### config.mk
export PLATFORM = sky130hd
export DESIGN_NAME = reg_bank_sb
export DESIGN_NICKNAME = d
export VERILOG_FILES = /design/src/rtl/reg_bank_pkg.sv /design/src/rtl/sb_table.sv /design/src/rtl/reg_bank_sb.sv
export SDC_FILE = /design/constraint.sdc
export NUM_CORES = 2
export LEC_CHECK = 0
export CAP_MARGIN = 20
export CORE_MARGIN = 2
export CORE_UTILIZATION = 43
export DETAILED_ROUTE_END_ITERATION = 10
export GPL_TIMING_DRIVEN = 0
export PLACE_DENSITY = 0.62
export SYNTH_ARGS = -nofsm -noshare
export SYNTH_HDL_FRONTEND = slang
export SYNTH_SLANG_ARGS = --single-unit
### constraint.sdc
create_clock -name clk_i -period 4.2 [get_ports clk_i]
set_clock_uncertainty 0.1 [all_clocks]
set_input_delay 0.84 -clock clk_i [delete_from_list [all_inputs] [get_ports clk_i]]
set_output_delay 0.84 -clock clk_i [all_outputs]
set_load 0.02 [all_outputs]
### src/rtl/reg_bank_pkg.sv
// Shared definitions for the banked register file and its scoreboard.
//   bw_of/rw_of   : bank-select and index widths derived from bank/register counts
//   ZERO_BANK/IDX : location of the hardwired zero register
//   reg_addr_t    : {bank,index} address for the default configuration
//   is_zero_reg   : true when an address names the hardwired zero register
package reg_bank_pkg;

  localparam int unsigned ZERO_BANK = 0;
  localparam int unsigned ZERO_IDX  = 0;

  localparam int unsigned DEF_NREG  = 32;
  localparam int unsigned DEF_NBANK = 2;

  function automatic int unsigned bw_of(input int unsigned nbank);
    return (nbank > 1) ? $clog2(nbank) : 1;
  endfunction

  function automatic int unsigned rw_of(input int unsigned nreg);
    return $clog2(nreg);
  endfunction

  localparam int unsigned DEF_BW = bw_of(DEF_NBANK);
  localparam int unsigned DEF_RW = rw_of(DEF_NREG);

  typedef struct packed {
    logic [DEF_BW-1:0] bank;
    logic [DEF_RW-1:0] index;
  } reg_addr_t;

  function automatic logic is_zero_reg(input int unsigned bank, input int unsigned idx);
    return (bank == ZERO_BANK) && (idx == ZERO_IDX);
  endfunction

endpackage

### src/rtl/sb_table.sv
// Busy-bit table with a running popcount.
//   clk_i, rst_ni : clock, async active-low reset
//   set_i/set_addr_i : mark {bank,index} pending at the next edge (set wins over clear)
//   clr_i/clr_addr_i : clear {bank,index} at the next edge
//   qry_addr_i    : NRP packed {bank,index} query addresses
//   qry_busy_o    : registered busy bit for each query address
//   cnt_o         : number of busy bits currently set
// Strobes arrive pre-filtered: zero register and out-of-range banks never reach here.
module sb_table #(
  parameter int unsigned NRP = 2,
  parameter int unsigned BW  = 1,
  parameter int unsigned RW  = 5,
  parameter int unsigned CW  = 7
) (
  input  logic                  clk_i,
  input  logic                  rst_ni,
  input  logic                  set_i,
  input  logic [BW+RW-1:0]      set_addr_i,
  input  logic                  clr_i,
  input  logic [BW+RW-1:0]      clr_addr_i,
  input  logic [NRP*(BW+RW)-1:0] qry_addr_i,
  output logic [NRP-1:0]        qry_busy_o,
  output logic [CW-1:0]         cnt_o
);

  localparam int unsigned AW    = BW + RW;
  localparam int unsigned NSLOT = 1 << AW;

  logic [NSLOT-1:0] busy_q, busy_d;
  logic [CW-1:0]    cnt_q, cnt_d;
  logic             inc, dec;

  always_comb begin
    busy_d = busy_q;
    // Count only real transitions so the counter tracks the popcount exactly.
    inc = set_i && !busy_q[set_addr_i];
    dec = clr_i && busy_q[clr_addr_i] && !(set_i && (set_addr_i == clr_addr_i));
    if (clr_i) busy_d[clr_addr_i] = 1'b0;
    if (set_i) busy_d[set_addr_i] = 1'b1;
    cnt_d = cnt_q + {{(CW-1){1'b0}}, inc} - {{(CW-1){1'b0}}, dec};
  end

  always_ff @(posedge clk_i or negedge rst_ni) begin
    if (!rst_ni) begin
      busy_q <= '0;
      cnt_q  <= '0;
    end else begin
      busy_q <= busy_d;
      cnt_q  <= cnt_d;
    end
  end

  for (genvar i = 0; i < NRP; i++) begin : g_qry
    assign qry_busy_o[i] = busy_q[qry_addr_i[i*AW +: AW]];
  end

  assign cnt_o = cnt_q;

endmodule

### src/rtl/reg_bank_sb.sv
// Multi-bank register file with integrated scoreboard.
//   clk_i, rst_ni          : clock, async active-low reset
//   rd_gof_i/rd_num_i      : per-port bank/index (port i at [i*BW +: BW] / [i*RW +: RW])
//   rd_data_o/rd_busy_o    : per-port combinational data and pending flag
//   wr_en_i/wr_gof_i/wr_num_i/wr_data_i : write port; a write also clears the target busy bit
//   sb_set_i/sb_gof_i/sb_num_i : mark a register pending at the next edge
//   busy_cnt_o             : number of pending registers
//   dbg_num_i/dbg_data_o   : debug read {bank,index}, never forwarded
// Bank 0 index 0 is hardwired zero.
// Build option REG_BYPASS_EN: same-cycle forwarding of write data onto read ports.
module reg_bank_sb
  import reg_bank_pkg::*;
#(
  parameter int unsigned WIDTH = 32,
  parameter int unsigned NREG  = 32,
  parameter int unsigned NBANK = 2,
  parameter int unsigned NRP   = 2,
  localparam int unsigned RW   = rw_of(NREG),
  localparam int unsigned BW   = bw_of(NBANK),
  localparam int unsigned CW   = $clog2(NBANK * NREG + 1)
) (
  input  logic                 clk_i,
  input  logic                 rst_ni,
  input  logic [NRP*BW-1:0]    rd_gof_i,
  input  logic [NRP*RW-1:0]    rd_num_i,
  output logic [NRP*WIDTH-1:0] rd_data_o,
  output logic [NRP-1:0]       rd_busy_o,
  input  logic                 wr_en_i,
  input  logic [BW-1:0]        wr_gof_i,
  input  logic [RW-1:0]        wr_num_i,
  input  logic [WIDTH-1:0]     wr_data_i,
  input  logic                 sb_set_i,
  input  logic [BW-1:0]        sb_gof_i,
  input  logic [RW-1:0]        sb_num_i,
  output logic [CW-1:0]        busy_cnt_o,
  input  logic [BW+RW-1:0]     dbg_num_i,
  output logic [WIDTH-1:0]     dbg_data_o
);

  localparam int unsigned AW = BW + RW;

  logic [WIDTH-1:0] mem_q [NBANK][NREG];
  logic             wr_ok, sb_ok;
  logic [NRP*AW-1:0] qry_addr;
  logic [NRP-1:0]    qry_busy;

  // Zero register and nonexistent banks swallow both writes and scoreboard sets.
  always_comb begin
    wr_ok = wr_en_i && (32'(wr_gof_i) < NBANK) && !is_zero_reg(32'(wr_gof_i), 32'(wr_num_i));
    sb_ok = sb_set_i && (32'(sb_gof_i) < NBANK) && !is_zero_reg(32'(sb_gof_i), 32'(sb_num_i));
  end

  always_ff @(posedge clk_i or negedge rst_ni) begin
    if (!rst_ni) begin
      for (int b = 0; b < NBANK; b++) begin
        for (int r = 0; r < NREG; r++) begin
          mem_q[b][r] <= '0;
        end
      end
    end else if (wr_ok) begin
      mem_q[wr_gof_i][wr_num_i] <= wr_data_i;
    end
  end

  sb_table #(
    .NRP(NRP),
    .BW (BW),
    .RW (RW),
    .CW (CW)
  ) u_sb_table (
    .clk_i     (clk_i),
    .rst_ni    (rst_ni),
    .set_i     (sb_ok),
    .set_addr_i({sb_gof_i, sb_num_i}),
    .clr_i     (wr_ok),
    .clr_addr_i({wr_gof_i, wr_num_i}),
    .qry_addr_i(qry_addr),
    .qry_busy_o(qry_busy),
    .cnt_o     (busy_cnt_o)
  );

  for (genvar i = 0; i < NRP; i++) begin : g_rd
    logic [BW-1:0] gof;
    logic [RW-1:0] num;
    logic          hit_ok;

    assign gof    = rd_gof_i[i*BW +: BW];
    assign num    = rd_num_i[i*RW +: RW];
    assign qry_addr[i*AW +: AW] = {gof, num};
    assign hit_ok = (32'(gof) < NBANK) && !is_zero_reg(32'(gof), 32'(num));

`ifdef REG_BYPASS_EN
    logic wr_hit, sb_hit;
    assign wr_hit = wr_ok && ({gof, num} == {wr_gof_i, wr_num_i});
    assign sb_hit = sb_ok && ({gof, num} == {sb_gof_i, sb_num_i});
    // A forwarded write retires its producer unless a new one is issued this same cycle.
    assign rd_data_o[i*WIDTH +: WIDTH] = !hit_ok ? '0 : (wr_hit ? wr_data_i : mem_q[gof][num]);
    assign rd_busy_o[i] = hit_ok && (wr_hit ? sb_hit : qry_busy[i]);
`else
    assign rd_data_o[i*WIDTH +: WIDTH] = hit_ok ? mem_q[gof][num] : '0;
    assign rd_busy_o[i] = hit_ok && qry_busy[i];
`endif
  end

  logic [BW-1:0] dbg_gof;
  logic [RW-1:0] dbg_idx;
  assign dbg_gof = dbg_num_i[AW-1:RW];
  assign dbg_idx = dbg_num_i[RW-1:0];
  assign dbg_data_o = ((32'(dbg_gof) < NBANK) && !is_zero_reg(32'(dbg_gof), 32'(dbg_idx)))
                      ? mem_q[dbg_gof][dbg_idx] : '0;

endmodule
Word-level counts from Yosys, hierarchy flattened
Index checks and enable logic that the tools add are counted.

word-level totals
  memories = 0
  flip-flop bits (word level) = 2,119
  latch bits = 0
  bits in read-only memories = 0
  bits in writable memories = 0
  output and inout port bits = 105

cells by class
  shift-type cells = 0
  multiplexer cells = 40
  magnitude comparators = 16
  div/mod/pow operators = 0
  multiply operators = 0
  add/subtract/negate cells = 2
  bitwise gates (word level) = 16
  equal/unequal tests = 1
  reduce and logical (&&, ||, !) cells = 28

operators with widths
  kind                                                               number
  two-way mux 1024 bit                                               10
  bitwise mux 2048 bit                                               1
  demux 1024 bit (select 1 bit)                                      1
  binary-select mux 32 bit (select 5 bit)                            3
  two-way mux 32 bit                                                 10
  demux 32 bit (select 5 bit)                                        1
  two-way mux 64 bit                                                 2
  bitwise AND 64 bit                                                 1
  inverter 64 bit                                                    1
  bitwise OR 64 bit                                                  1
  less-than comparator 6 x 7 -> 1 bit, second input constant         4
  logical NOT 5 bit                                                  5
  binary-select mux 1 bit (select 6 bit)                             4
  greater-or-equal comparator 6 bit, second input constant           4
  inverter 5 -> 6 bit                                                4
  logical AND 1 bit                                                  17
  demux 1 bit (select 6 bit)                                         2
  greater-or-equal comparator 6 x 1 -> 1 bit, second input constant  2
  greater-or-equal comparator 2 bit, second input constant           4
  inverter 1 -> 2 bit                                                4
  adder 7 x 1 -> 7 bit                                               1
  subtractor 7 x 1 -> 7 bit                                          1
  equality test 6 bit                                                1
  logical NOT 1 bit                                                  6
  other kinds (4)                                                    13

Logic depth before layout (Yosys ltp)
  word-level depth = 9
  gate-level depth with buffers = 17
  gate-level depth less buffers = 14

Hierarchy
From an unflattened synthesis, not the netlist that was laid out.

unflattened totals
  cells, all modules = 9,074
  area, all modules = 130,516.4 um^2

modules (own cells, without submodules)
  module       cells an instance  seq. area each (um^2)  instances  area each (um^2)
  reg_bank_sb  8,542              51,249.2               1          125,142.5
  sb_table     532                1,776.7                1          5,373.9

Worst setup path before layout
OpenSTA, ideal clock, no wires.

  path kind = input -> register
  from = input port wr_num_i[0]
  to = register u_sb_table.cnt_q[6], in the netlist u_sb_table.cnt_o[6]
  stages = 15
  buffers on the path = 2
  required time = 4.020 ns
  arrival time = 4.078 ns
  slack = -0.058 ns
  cells stage by stage = clkbuf_1 > buf_2 > mux4_2 > mux2_2 > a221oi_1 > nor4_1 > ha_1 > inv_1 > ha_1 > fa_1 > a21o_1 > a21oi_1 > o21bai_1 > a21oi_1 > xnor2_1

between the ends
  longest elaborated chain between the ends = 7
  elaborated cells between the ends (all ways) = 12
  classes of those cells = 1 x add/sub; 1 x eq/ne; 2 x mux; 8 x reduce/logical

RTL lines
  element                                                                         RTL line           text
  start: declaration                                                              reg_bank_sb.sv:30  input logic [RW-1:0] wr_num_i,
  branches (longest 5 deep; another with binary-select mux 1 bit (select 6 bit))  n/a
  logical AND 1 bit *                                                             sb_table.sv:37     dec = clr_i && busy_q[clr_addr_i] && !(set_i && (set_addr_i == clr_addr_i));
  subtractor 7 x 1 -> 7 bit *                                                     sb_table.sv:40     cnt_d = cnt_q + {{(CW-1){1'b0}}, inc} - {{(CW-1){1'b0}}, dec};
  named net u_sb_table.cnt_d[6]                                                   sb_table.sv:30     logic [CW-1:0] cnt_q, cnt_d;
  end signal: assignment                                                          sb_table.sv:49     cnt_q <= cnt_d;
  end: declaration                                                                sb_table.sv:30

Mark *: on every way through the listed nets, which the timed path passes. The select of a mux whose other input is x is not followed.
A chain may end at the register's enable or synchronous reset.

Worst setup path in the final report
  from = input port rd_num_i[1]
  to = output port rd_data_o[24]

between the ends
  longest elaborated chain between the ends = 5
  elaborated cells between the ends (all ways) = 7
  classes of those cells = 4 x mux; 1 x bitwise; 2 x reduce/logical

RTL lines
  element                                                 RTL line            text
  start: declaration                                      reg_bank_sb.sv:25   input logic [NRP*RW-1:0] rd_num_i,
  inverter 5 -> 6 bit (not written as such)               reg_bank_sb.sv:100  assign rd_data_o[i*WIDTH +: WIDTH] = hit_ok ? mem_q[gof][num] : '0;
  binary-select mux 32 bit (select 5 bit)                 reg_bank_sb.sv:100
  two-way mux 32 bit (not written as such) (2 in series)  reg_bank_sb.sv:100
  two-way mux 32 bit *                                    reg_bank_sb.sv:100
  end: declaration                                        reg_bank_sb.sv:26   output logic [NRP*WIDTH-1:0] rd_data_o,

Every way passes the cells marked *; elsewhere a longest branch is shown, timed or not. The select of a mux whose other input is x is not followed.

==> run_results.csv <==
group,metric,value,unit
global_route,grt_pass1_vias,106000,
critical_path,end_kind,"output pin",
yosys,synth_flop_cell,"dfrtp_1",
clock_network,clock_sinks,2119,
global_route,grtUsageMet1,63.9,%
clock_network,cts_htree_levels,5,
final_layout,nets,10500,
yosys,synth_edf_count,0,
outcome,status,"finished with violations",
die,initial_core_util,43.3,%
final_layout,syn_to_final_growth,30.0,%
clock_network,clock-root-buffer,"clkbuf_16",
critical_path,crit_arrival,4180,ps
global_route,grt_pass1_wl,1100000,um
detailed_routing,drt-total-wl,874000,um
timing,worst_pin_slew,1450,ps
critical_path,reg2regPathDepth,14,
yosys,synth.top_cell.area_share,40.4,%
outcome,violations,"design-rule violations, negative setup slack",
detailed_routing,vias_per_cell,7.79,
detailed_routing,post_drt_wl_per_cell,59.5,um
critical_path,slowest_delay,1050,ps
yosys,yosys.area.top_type,"dfrtp_1",
yosys,yosysMostFrequentCell,"mux2_2",
timing,fin_hold_ws,332,ps
run,cap_violations,0,
min_path,holdCritPathClass,"input port to flip-flop",
min_path,hold_path_startpoint,"sb_num_i[3]",
critical_path,required,3260,ps
place,place.port_buffers,118,
yosys,netlist_area,131000,sq um
place,dp_hpwl,638000,um
min_path,hold_depth,3,
die,rows,202,
critical_path,worstReg2RegEnd,"u_sb_table.cnt_o[6]",
yosys,synth_area_leaders,"dfrtp_1 (40%), mux4_2 (25%), mux2_2 (20%)",
yosys,syn_nets,9202,
timing,post-route-period-util,122,%
final_layout,final_area,171000,sq um
yosys,ys_seq_elements,2119,
critical_path,reg2reg_setup_slack,310,ps
clock_network,cts_tree,"yes",
place,dpl_cell_area,142000,sq um
critical_path,path_cells,"buf_16 -> buf_16 -> buf_16 -> clkbuf_16 -> mux4_2 -> mux2_4 -> o211ai_1 -> nand3_2 -> buf_6",
timing,worst_slack,-924,ps
global_route,globalRouteMet2Util,70.4,%
global_route,antenna_found_initial,118,
die,die-area,310000,sq um
timing,hold_violations,0,
global_route,grt_max_degree,180,
yosys,ys_types,63,
global_route,met3_usage,33.9,%
pwr,power,71.8,mW
timing,rsz0062_at_grt,"true",
die,core,303000,sq um
clock_network,cts_buffers,268,
clock_network,clk_transition_reported_paths,60,ps
critical_path,timing.rr.start,"u_sb_table.busy_q[10]",
critical_path,critPathKind,"input port to output pin",
pwr,peakVddDrop,0.376,mV
critical_path,crit_fanout,10,
detailed_routing,detail-route-antenna-nets,0,
timing,fmax,195,MHz
timing,period_needed,5120,ps
clock_network,clockBufferDepth,4,
critical_path,cp_common_cell,"buf_16",
timing,drv_slew,0,
global_route,grt.busiest_layer,"met2",
timing,setup_viol,474,
global_route,grt.overflow.total,0,
yosys,postSynthAreaPerCell,14.4,sq um
clock_network,clk_latency,980,ps
yosys,syn_inst,9128,
detailed_routing,route.detailed.drc,1,
pwr,p_leak,72.8,nW
die,io_pins,171,
final_layout,drive_above_1_share,62.1,%
timing,setup_tns,-97180,ps
yosys,ys_seq_area_share,40.4,%
detailed_routing,dr.first_iter.drc_count,19800,
detailed_routing,firstDrtPassIters,11,
critical_path,startpoint_type,"input port",
yosys,async_reset_ff_share,100,%
die,die_w,556,um
critical_path,crit_end,"rd_data_o[24]",
detailed_routing,via_count,115000,
timing,max_slew_margin,3.17,%
yosys,ys_warn_count,0,
place,routabilityCongestion,1.09,
critical_path,startpoint,"rd_num_i[1]",
yosys,yosys-top-cells-count,"mux2_2 (2328), dfrtp_1 (2119), mux4_2 (1447), clkbuf_1 (548), mux2i_1 (440)",
die,die_y,556,um
pwr,p_per_area,421,nW/um^2
global_route,grt_use_total,55.0,%
critical_path,crit_slowest_cell,"o211ai_1",
registers in the layout, summed over array words and instances (netlist names):
register / count
mem_q: 2048
u_sb_table.busy_q: 64
u_sb_table.cnt_o: 7
timing repair:
| item | in CTS | in global routing |
|---|---|---|
| pin swaps | 176 | 187 |
| cloned | 13 | 19 |
| setup buffers | 315 | 261 |
| endpoints found under the setup margin | 142 | 656 |
| resized for setup | 2854 | 654 |
| hold buffers | 16 | 0 |
| endpoints found under the hold margin | 115 | 0 |
per-layer routing:
metal	share of wire [%]	routed length, um	up-vias
li1	-	-	38800
met1	34	293000	60300
met2	38	333000	11800
met3	17	152000	3569
met4	11	94000	62
met5	0.20	1720	-
worst max-delay path: cells and delay by family:
kind,cells,cell delay (ps)
buffers and inverters,5,1120
AOI/OAI and AO/OA,1,1050
muxes,2,600
and+or+nand+nor,1,440
cell type report:
cell class              count  area, sq um
multi-input cells        5886        78700
well taps                3978         4980
clock inverters           104         1430
fillers                 24200       133000
clock buffers             378         7850
inverters                  57          238
flip-flops and latches   2119        53000
diodes                    126          315
plain buffers            1047        10700
repair buffers           1007        13400
metrics by stage:
step / util [%] / worst slack (ps) / cells
final: 56.3 / -924 / 14700
after CTS: 54.3 / -498 / 14300
after floorplan: - / 27.6 / 9128
after global placement: 45.3 / -98560 / 13200
after detailed placement: 46.8 / -4070 / 13500
after global routing: 56.2 / -655 / 14600
power by group:
part           internal [mW]  leakage, nW  switching [mW]
clock                   14.6         4.57            10.7
combinational           9.43         40.2            10.8
sequential              23.2         28.1            3.15
total                   47.2         72.8            24.6
kinds of logic (layout without fill, tap and decap cells):
| group | Yosys count | count (layout) | synth area share (%) |
|---|---|---|---|
| flops | 2119 | 2119 | 40.4 |
| buf+inv | 1123 | 2593 | 3.75 |
| xor+xnor | 12 | 12 | 0.0801 |
| fa+ha+maj | 8 | 8 | 0.0820 |
| simple gates | 820 | 820 | 3.09 |
| mux | 4215 | 4215 | 48.2 |
| other cells | 0 | 126 | 0 |
| compound gates | 831 | 831 | 4.42 |
worst min-delay path by stage:
stage | end | slack [ps]
after floorplan | mem_q[2047] | 360
after global placement | mem_q[2031] | 380
after detailed placement | mem_q[2031] | 390
after CTS | u_sb_table.busy_q[15] | 320
after global routing | u_sb_table.busy_q[1] | 380
final | u_sb_table.busy_q[15] | 330
placed cells by master, fill, tap and decap left out, drive strengths merged, types with 6 or more instances in the layout:
master         netlist  routed
mux2              2328    2328
dfrtp             2119    2119
buf                517    1499
mux4              1447    1447
clkbuf             549     907
mux2i              440     440
nor2               201     201
nand2              190     190
o22ai              183     183
a211oi             149     149
nor2b              143     143
diode                0     126
a21oi              103     103
o21ai              100     100
nor4                93      93
nor3                72      72
inv                 55      68
clkinv               2      61
a22oi               56      56
nand2b              44      44
nand3               38      38
o211ai              37      37
o32ai               35      35
o221ai              33      33
a222oi              31      31
bufinv               0      23
a221o               22      22
a211o               16      16
a41oi               14      14
clkdlybuf4s50        0      13
o31ai               12      12
xnor2               11      11
a22o                10      10
clkinvlp             0       9
and2                 9       9
dlygate4sd3          0       8
ha                   7       7
nand3b               6       6
a2111oi              6       6
Note: power is estimated with default switching activity, not from simulation.
